--- config.mk ---
export PLATFORM = sky130hd
export DESIGN_NAME = uram_burst_reader
export DESIGN_NICKNAME = d
export VERILOG_FILES = /design/src/rtl/uram_burst_reader.sv
export SDC_FILE = /design/constraint.sdc
export NUM_CORES = 1
export LEC_CHECK = 0
export ABC_AREA = 1
export CORE_MARGIN = 2
export CORE_UTILIZATION = 35
export CTS_BUF_LIST = sky130_fd_sc_hd__clkbuf_16
export CTS_CLUSTER_SIZE = 28
export DETAILED_ROUTE_END_ITERATION = 8
export RECOVER_POWER = 25
export SKIP_LAST_GASP = 1
export SYNTH_ARGS = -nofsm -noshare
export SYNTH_HDL_FRONTEND = slang
export SYNTH_SLANG_ARGS = --single-unit
--- constraint.sdc ---
create_clock -name clk -period 5.49 [get_ports clk]
set_input_delay 0.8235 -clock clk [delete_from_list [all_inputs] [get_ports clk]]
set_output_delay 0.8235 -clock clk [all_outputs]
set_load 0.03 [all_outputs]
--- src/rtl/uram_burst_reader.sv ---
// Burst read initiator for one URAM port: issues single-word reads, absorbs the
// 1-cycle read latency in a 2-entry FIFO and streams words out with a last marker.
module uram_burst_reader #(
  parameter int DATA_WIDTH = 64,
  parameter int ADDR_WIDTH = 12,
  parameter int LEN_WIDTH  = ADDR_WIDTH + 1
) (
  input  logic                  clk,
  input  logic                  rst_n,
  input  logic                  req_valid,
  output logic                  req_ready,
  input  logic [ADDR_WIDTH-1:0] req_addr,
  input  logic [LEN_WIDTH-1:0]  req_len,
  output logic                  mem_ce,
  output logic                  mem_we,
  output logic [ADDR_WIDTH-1:0] mem_addr,
  input  logic [DATA_WIDTH-1:0] mem_rdata,
  output logic                  m_valid,
  input  logic                  m_ready,
  output logic [DATA_WIDTH-1:0] m_data,
  output logic                  m_last,
  output logic                  done
);

  // state | meaning
  // IDLE  | waiting for a request; req_ready high
  // READ  | issuing reads while words remain to be issued
  // DRAIN | all reads issued; waiting for the last beat to leave
  typedef enum logic [1:0] {IDLE, READ, DRAIN} state_t;

  localparam logic [ADDR_WIDTH-1:0] ADDR_ONE = 1;
  localparam logic [LEN_WIDTH-1:0]  LEN_ONE  = 1;

  state_t                state_q, state_d;
  logic [ADDR_WIDTH-1:0] addr_cnt_q, addr_cnt_d;
  logic [LEN_WIDTH-1:0]  issue_cnt_q, issue_cnt_d;
  logic [LEN_WIDTH-1:0]  beat_cnt_q, beat_cnt_d;
  logic                  inflight_q, inflight_d;
  logic [DATA_WIDTH-1:0] fifo_q [2];
  logic [DATA_WIDTH-1:0] fifo_d [2];
  logic                  rd_ptr_q, rd_ptr_d;
  logic                  wr_ptr_q, wr_ptr_d;
  logic [1:0]            count_q, count_d;
  logic                  done_q, done_d;

  logic       pop;
  logic       issue;
  logic [2:0] occupancy;

  always_comb begin
    state_d     = state_q;
    addr_cnt_d  = addr_cnt_q;
    issue_cnt_d = issue_cnt_q;
    beat_cnt_d  = beat_cnt_q;
    fifo_d      = fifo_q;
    rd_ptr_d    = rd_ptr_q;
    wr_ptr_d    = wr_ptr_q;
    done_d      = 1'b0;

    m_valid   = (count_q != 2'd0);
    m_data    = fifo_q[rd_ptr_q];
    m_last    = m_valid & (beat_cnt_q == LEN_ONE);
    req_ready = (state_q == IDLE);
    pop       = m_valid & m_ready;

    // Reads already committed (buffered or in flight) after this cycle's pop.
    occupancy = {1'b0, count_q} + {2'b00, inflight_q} - {2'b00, pop};
    issue     = (state_q == READ) && (issue_cnt_q != '0) && (occupancy < 3'd2);

    mem_ce     = issue;
    mem_we     = 1'b0;
    mem_addr   = issue ? addr_cnt_q : '0;
    inflight_d = issue;

    if (inflight_q) begin
      fifo_d[wr_ptr_q] = mem_rdata;
      wr_ptr_d         = ~wr_ptr_q;
    end
    if (pop) begin
      rd_ptr_d   = ~rd_ptr_q;
      beat_cnt_d = beat_cnt_q - LEN_ONE;
    end
    count_d = count_q + {1'b0, inflight_q} - {1'b0, pop};

    unique case (state_q)
      IDLE: begin
        if (req_valid) begin
          addr_cnt_d  = req_addr;
          issue_cnt_d = req_len;
          beat_cnt_d  = req_len;
          if (req_len == '0) done_d = 1'b1;
          else               state_d = READ;
        end
      end
      READ: begin
        if (issue) begin
          addr_cnt_d  = addr_cnt_q + ADDR_ONE;
          issue_cnt_d = issue_cnt_q - LEN_ONE;
          if (issue_cnt_q == LEN_ONE) state_d = DRAIN;
        end
      end
      DRAIN: begin
        if (pop && m_last) begin
          state_d = IDLE;
          done_d  = 1'b1;
        end
      end
      default: state_d = IDLE;
    endcase

    done = done_q;
  end

  always_ff @(posedge clk or negedge rst_n) begin
    if (!rst_n) begin
      state_q     <= IDLE;
      addr_cnt_q  <= '0;
      issue_cnt_q <= '0;
      beat_cnt_q  <= '0;
      inflight_q  <= 1'b0;
      fifo_q      <= '{default: '0};
      rd_ptr_q    <= 1'b0;
      wr_ptr_q    <= 1'b0;
      count_q     <= 2'd0;
      done_q      <= 1'b0;
    end else begin
      state_q     <= state_d;
      addr_cnt_q  <= addr_cnt_d;
      issue_cnt_q <= issue_cnt_d;
      beat_cnt_q  <= beat_cnt_d;
      inflight_q  <= inflight_d;
      fifo_q      <= fifo_d;
      rd_ptr_q    <= rd_ptr_d;
      wr_ptr_q    <= wr_ptr_d;
      count_q     <= count_d;
      done_q      <= done_d;
    end
  end

endmodule

Word level (Yosys, flattened, before mapping)

Index checks and enable logic that the tools add are counted.

Add/sub/neg operators: 7
Magnitude comparators: 4
Equality and inequality tests: 9
Mux-type cells: 26
Bitwise operators: 6
Reduce and logical (&&, ||, !) cells: 11

Operators with widths:

| operator                                                 | number |
|---|---|
| 2-to-1 mux 64 bit                                        | 4 |
| bitwise mux 128 bit                                      | 1 |
| 2-to-1 mux 13 bit                                        | 5 |
| demux 64 bit (select 1 bit)                              | 1 |
| 2-to-1 mux 12 bit                                        | 3 |
| equality test 13 x 1 -> 1 bit, second input constant     | 2 |
| case mux 13 bit (2 select lines)                         | 1 |
| subtractor 13 x 1 -> 13 bit, second input constant       | 2 |
| case mux 12 bit (2 select lines)                         | 1 |
| zero test 13 bit                                         | 1 |
| nonzero test 13 bit                                      | 1 |
| adder 12 x 1 -> 12 bit, second input constant            | 1 |
| 2-to-1 mux 2 bit                                         | 5 |
| inequality test 2 bit, second input constant             | 4 |
| case mux 2 bit (3 select lines)                          | 1 |
| AND reduction 5 bit                                      | 1 |
| greater-or-equal comparator 2 bit, second input constant | 2 |
| logical AND 1 bit                                        | 4 |
| inverter 1 -> 2 bit                                      | 2 |
| nonzero test 2 bit                                       | 2 |
| adder 2 x 1 -> 3 bit                                     | 1 |
| < comparator 3 x 2 -> 1 bit, second input constant       | 1 |
| 2-to-1 mux 1 bit                                         | 3 |
| AND reduction 3 bit                                      | 1 |
| 11 further kinds                                         | 13 |

Bits in registers: 174
Bits of input ports: 93
Output and inout bits: 82
Word-level logic and storage cells: 74

Logic depth before layout (Yosys ltp)

Word-level depth: 7
Mapped depth: 14
Gate-level depth less buffers: 13

Worst setup path before layout

No wires, ideal clock.

Kind: input-to-output
Start: input m_ready
End: output mem_addr[0]
Arrival time: 2.706 ns
Required time: 4.667 ns
Setup slack: 1.960 ns
Stages on the path: 12
Cells stage by stage: inv_1 nor2_4 nand2_1 o21ai_0 ha_1 fa_1 inv_1 nand2_1 nor2_2 nand2_4 buf_2 nor2_1

Word-level cells in the longest chain between the ends: 5

Ends and longest elaborated chain:

| item                        | RTL line | source |
|---|---|---|
| start, declared             | 19       | `input logic m_ready,` |
| AND 1 bit                   | 64       | `pop = m_valid & m_ready;` |
| subtractor 3 x 1 -> 3 bit   | 67       | `occupancy = {1'b0, count_q} + {2'b00, inflight_q} - {2'b00, pop};` |
| < comparator 3 x 2 -> 1 bit | 68       | `issue = (state_q == READ) && (issue_cnt_q != '0) && (occupancy < 3'd2);` |
| logical AND 1 bit           | 68       |  |
| 2-to-1 mux 12 bit           | 72       | `mem_addr = issue ? addr_cnt_q : '0;` |
| end, declared               | 16       | `output logic [ADDR_WIDTH-1:0] mem_addr,` |

Every way passes these cells.

Worst setup path in the final report

Start: input m_ready
End: output mem_addr[10]

Same word-level chain as after synthesis.

==> out/summary.txt <==
LEAKAGE -> 5.63 nW
hold crit path type -> reg -> reg
layout cells sized above 1 -> 4.92%
Vias -> 7617
CP Capture Type -> output port
Die W -> 161 um
area of the multi-input gates -> 0.00358 mm^2
Synth Area in Adders -> 1.24%
initial core utilization -> 35.7%
GRT Total Usage -> 18.0%
Vias/cell -> 4.63
Area Overhead vs Synth -> 29.1%
first-pass GRT wire length -> 37800 um
mux share of post-synthesis cell area -> 0%
post-DP HPWL -> 14600 um
Switch Pwr -> 3.35 mW
failing checks -> capacitance limit, slew limit
Critical Path AT -> 3860 ps
Post-synth EDFFs -> 0
Mapped Nets -> 1266
DRT antenna net count -> 0
grt total ovfl -> 0
DRC -> 0
final hold violation count -> 0
run status -> finished with violations
ys async rst share -> 100%
H-tree depth -> 4
Ys Warns -> 0
CTS root buf -> clkbuf_16
cells after synthesis -> 1165
row count -> 57
Clock Tree Buf Depth -> 2
Clock Latency Late Sink -> 430 ps
DIE HEIGHT -> 161 um
PostCTS Resize Cnt -> 0
FILL cells -> 2459
# diodes -> 0
vias in the first global route -> 7423
synthesized area -> 0.00868 mm^2
routed length per instance -> 13.7 um
crit start category -> input port
VDD IR max -> 0.411 mV
placed cell areas -> 0.0106 mm^2
prevailing post-synth register cell -> dfrtp_1
switch share -> 46.2%
io pins -> 175
Clock Pin Slew Worst Setup and Hold Paths -> 70 ps
Seq pwr share -> 31.0%
Crit Path Class -> in -> out
setup_tns -> 0 ps
internal power -> 3.90 mW
Critical Path RT -> 4670 ps
Final Util -> 46.1%
nets -> 1408
RSZ-0062 raised after global routing -> false
total wire length -> 22500 um
Worst-Margin Slew -> 4030 ps
Port Buffers -> 173
Detailed Routing Iterations Pass 1 -> 6
Final Setup Violations -> 0
CTS tree -> yes
Slowest-stage cell, CP -> clkdlybuf4s50_1
Comb power frac -> 52.3%
crit path max fanout -> 26
Tot Pwr -> 7.26 mW
FMAX -> 214 MHz
slowest stage delay, CP -> 690 ps
Synth Area in Compound Gates -> 10.5%
cell chain of the critical path -> clkdlybuf4s50_1 -> inv_1 -> nor2_4 -> nand2_1 -> o21ai_0 -> ha_1 -> fa_1 -> inv_1 -> nand2_1 -> nor2_2 -> nand2_4 -> nor2_1 -> clkdlybuf4s50_1
hold buffers post-CTS -> 0
antenna violations before repair -> 0
clock period minus worst slack -> 4680 ps
global placement routability congestion -> 0.849
core area -> 0.0243 mm^2
fin area -> 0.0112 mm^2
sequential share of the synthesized area -> 50.2%
initial drt markers -> 660
Final period util -> 85.3%
setup bufs post-CTS -> 0
Reg area -> 0.00436 mm^2
final slew viol count -> 145
Post-Synth Simple-Gate Area -> 28.7%
Max Cap Violations -> 2
Cell variety after synth -> 37
mean post-synth cell area -> 7.45 um^2
largest family of logic cells by synthesized area -> simple AND/OR/NAND/NOR gates
clk sink count -> 174
clk_skew -> 15.1 ps
Clock Power Share -> 16.7%
CTS buffer count -> 17
die outline area -> 0.0261 mm^2
relative slew slack -> -169%
Synth Area in XOR/XNOR -> 0.706%
largest net degree at the start of global routing -> 91
FF+latch count, synth -> 174
PwrDens -> 648 mW/mm^2
==> state kept, by name, indices dropped and copies added (netlist names) <==
name,count
wr_ptr_q,1
issue_cnt_q,13
addr_cnt_q,12
count_q,2
beat_cnt_q,13
done,1
fifo_q,128
rd_ptr_q,1
state_q,2
inflight_q,1
==> critical path, delay by kind of cell <==
family,cells,cell delay [ps]
fa+ha+maj,2,640
simple gates,6,870
buf+inv,4,1450
compound gates,1,100
==> metrics by stage <==
step	worst slack [ps]	std cells	hold WS [ps]
after floorplan	1960	1165	453
after global placement	911	1612	466
after detailed placement	794	1612	473
after CTS	784	1644	461
after global routing	343	1644	502
final	807	1644	484
==> cells in the final DEF, fill, tap and decap left out, types with 2 or more instances in the layout <==
cell and count:
nor2_1 65, inv_6 4, nor2_4 2, nand2_1 465, and2_1 2, a21oi_1 5, dfrtp_1 173, nor2_2 6
a21oi_2 3, buf_4 5, clkinv_4 3, xnor2_1 3, clkbuf_16 17, nand3_1 54, o211ai_1 2, o21ai_1 19
or2_2 4, nand2_4 2, ha_1 7, inv_1 124, clkdlybuf4s50_1 172, o21ai_0 143, xor2_1 4, inv_2 3
nand3b_1 2, nand4_1 6, clkinv_8 4, nor3_1 3, inv_8 2
==> power groups by stage <==
stage          Sequential, mW  Clock, mW  Combinational, mW
2_1_floorplan            2.19          0               2.59
3_3_place_gp             2.26          0               3.78
3_5_place_dp             2.27          0               3.84
4_1_cts                  2.25       1.25               3.84
5_1_grt                  2.34       1.30               4.25
6_report                 2.25       1.21               3.79
==> path summary, 6_finish.rpt <==
check,from,to,slack (ps),cells past startpoint
worst max-delay path,m_ready,mem_addr[10],810,13
worst min-delay path,fifo_q[123],fifo_q[123],480,2
worst min register to register,fifo_q[123],fifo_q[123],480,2
min in group asynchronous,rst_n,fifo_q[14],2010,1
max in group asynchronous,rst_n,fifo_q[62],1160,1
worst max register to register,inflight_q,fifo_q[33],2590,3
==> logic make-up (layout without fill, tap and decap cells) <==
kind of cell,after synthesis,in the layout
AO/OA/AOI/OAI,176,176
XOR/XNOR,7,7
adder cells (fa/ha/maj),8,8
buffers and inverters,184,339
flip-flops,174,174
other,1,1
AND/OR/NAND/NOR,615,615
==> layer usage <==
| metal | vias up | track usage (%) | share of wire (%) |
|---|---|---|---|
| met1 | 3495 | 25.6 | 50 |
| met3 | 17 | 3.18 | 5.2 |
| met4 | 0 | 5.07 | 1.3 |
| met2 | 210 | 28.3 | 44 |
| li1 | 3895 | - | - |
| met5 | - | 0 | 0 |
==> synthesized netlist by cell type, types with 3 or more instances <==
cell type,count,area share [%]
nand2_1,465,20
dfrtp_1,174,50
o21ai_0,143,8.2
inv_1,124,5.4
nor2_1,65,2.8
nand3_1,54,3.1
clkbuf_1,35,1.5
o21ai_1,19,1.1
buf_2,7,0.40
ha_1,7,1.0
buf_1,6,0.26
nand4_1,6,0.43
nor2_2,6,0.43
a21oi_1,5,0.29
buf_6,5,0.65
or2_2,5,0.36
xor2_1,4,0.40
a21oi_2,3,0.30
buf_4,3,0.26
inv_2,3,0.13
nor3_1,3,0.17
xnor2_1,3,0.30
==> layout make-up <==
| cell class | instances | share of cell area [%] |
|---|---|---|
| multi-input cells | 807 | 31.9 |
| repair buffers | 179 | 16.0 |
| flip-flops and latches | 174 | 38.9 |
| clock buffers | 17 | 3.80 |
| well taps | 324 | 3.62 |
| clock inverters | 15 | 1.52 |
| inverters | 128 | 4.29 |
No activity file was read; power rests on OpenSTA's default activity.
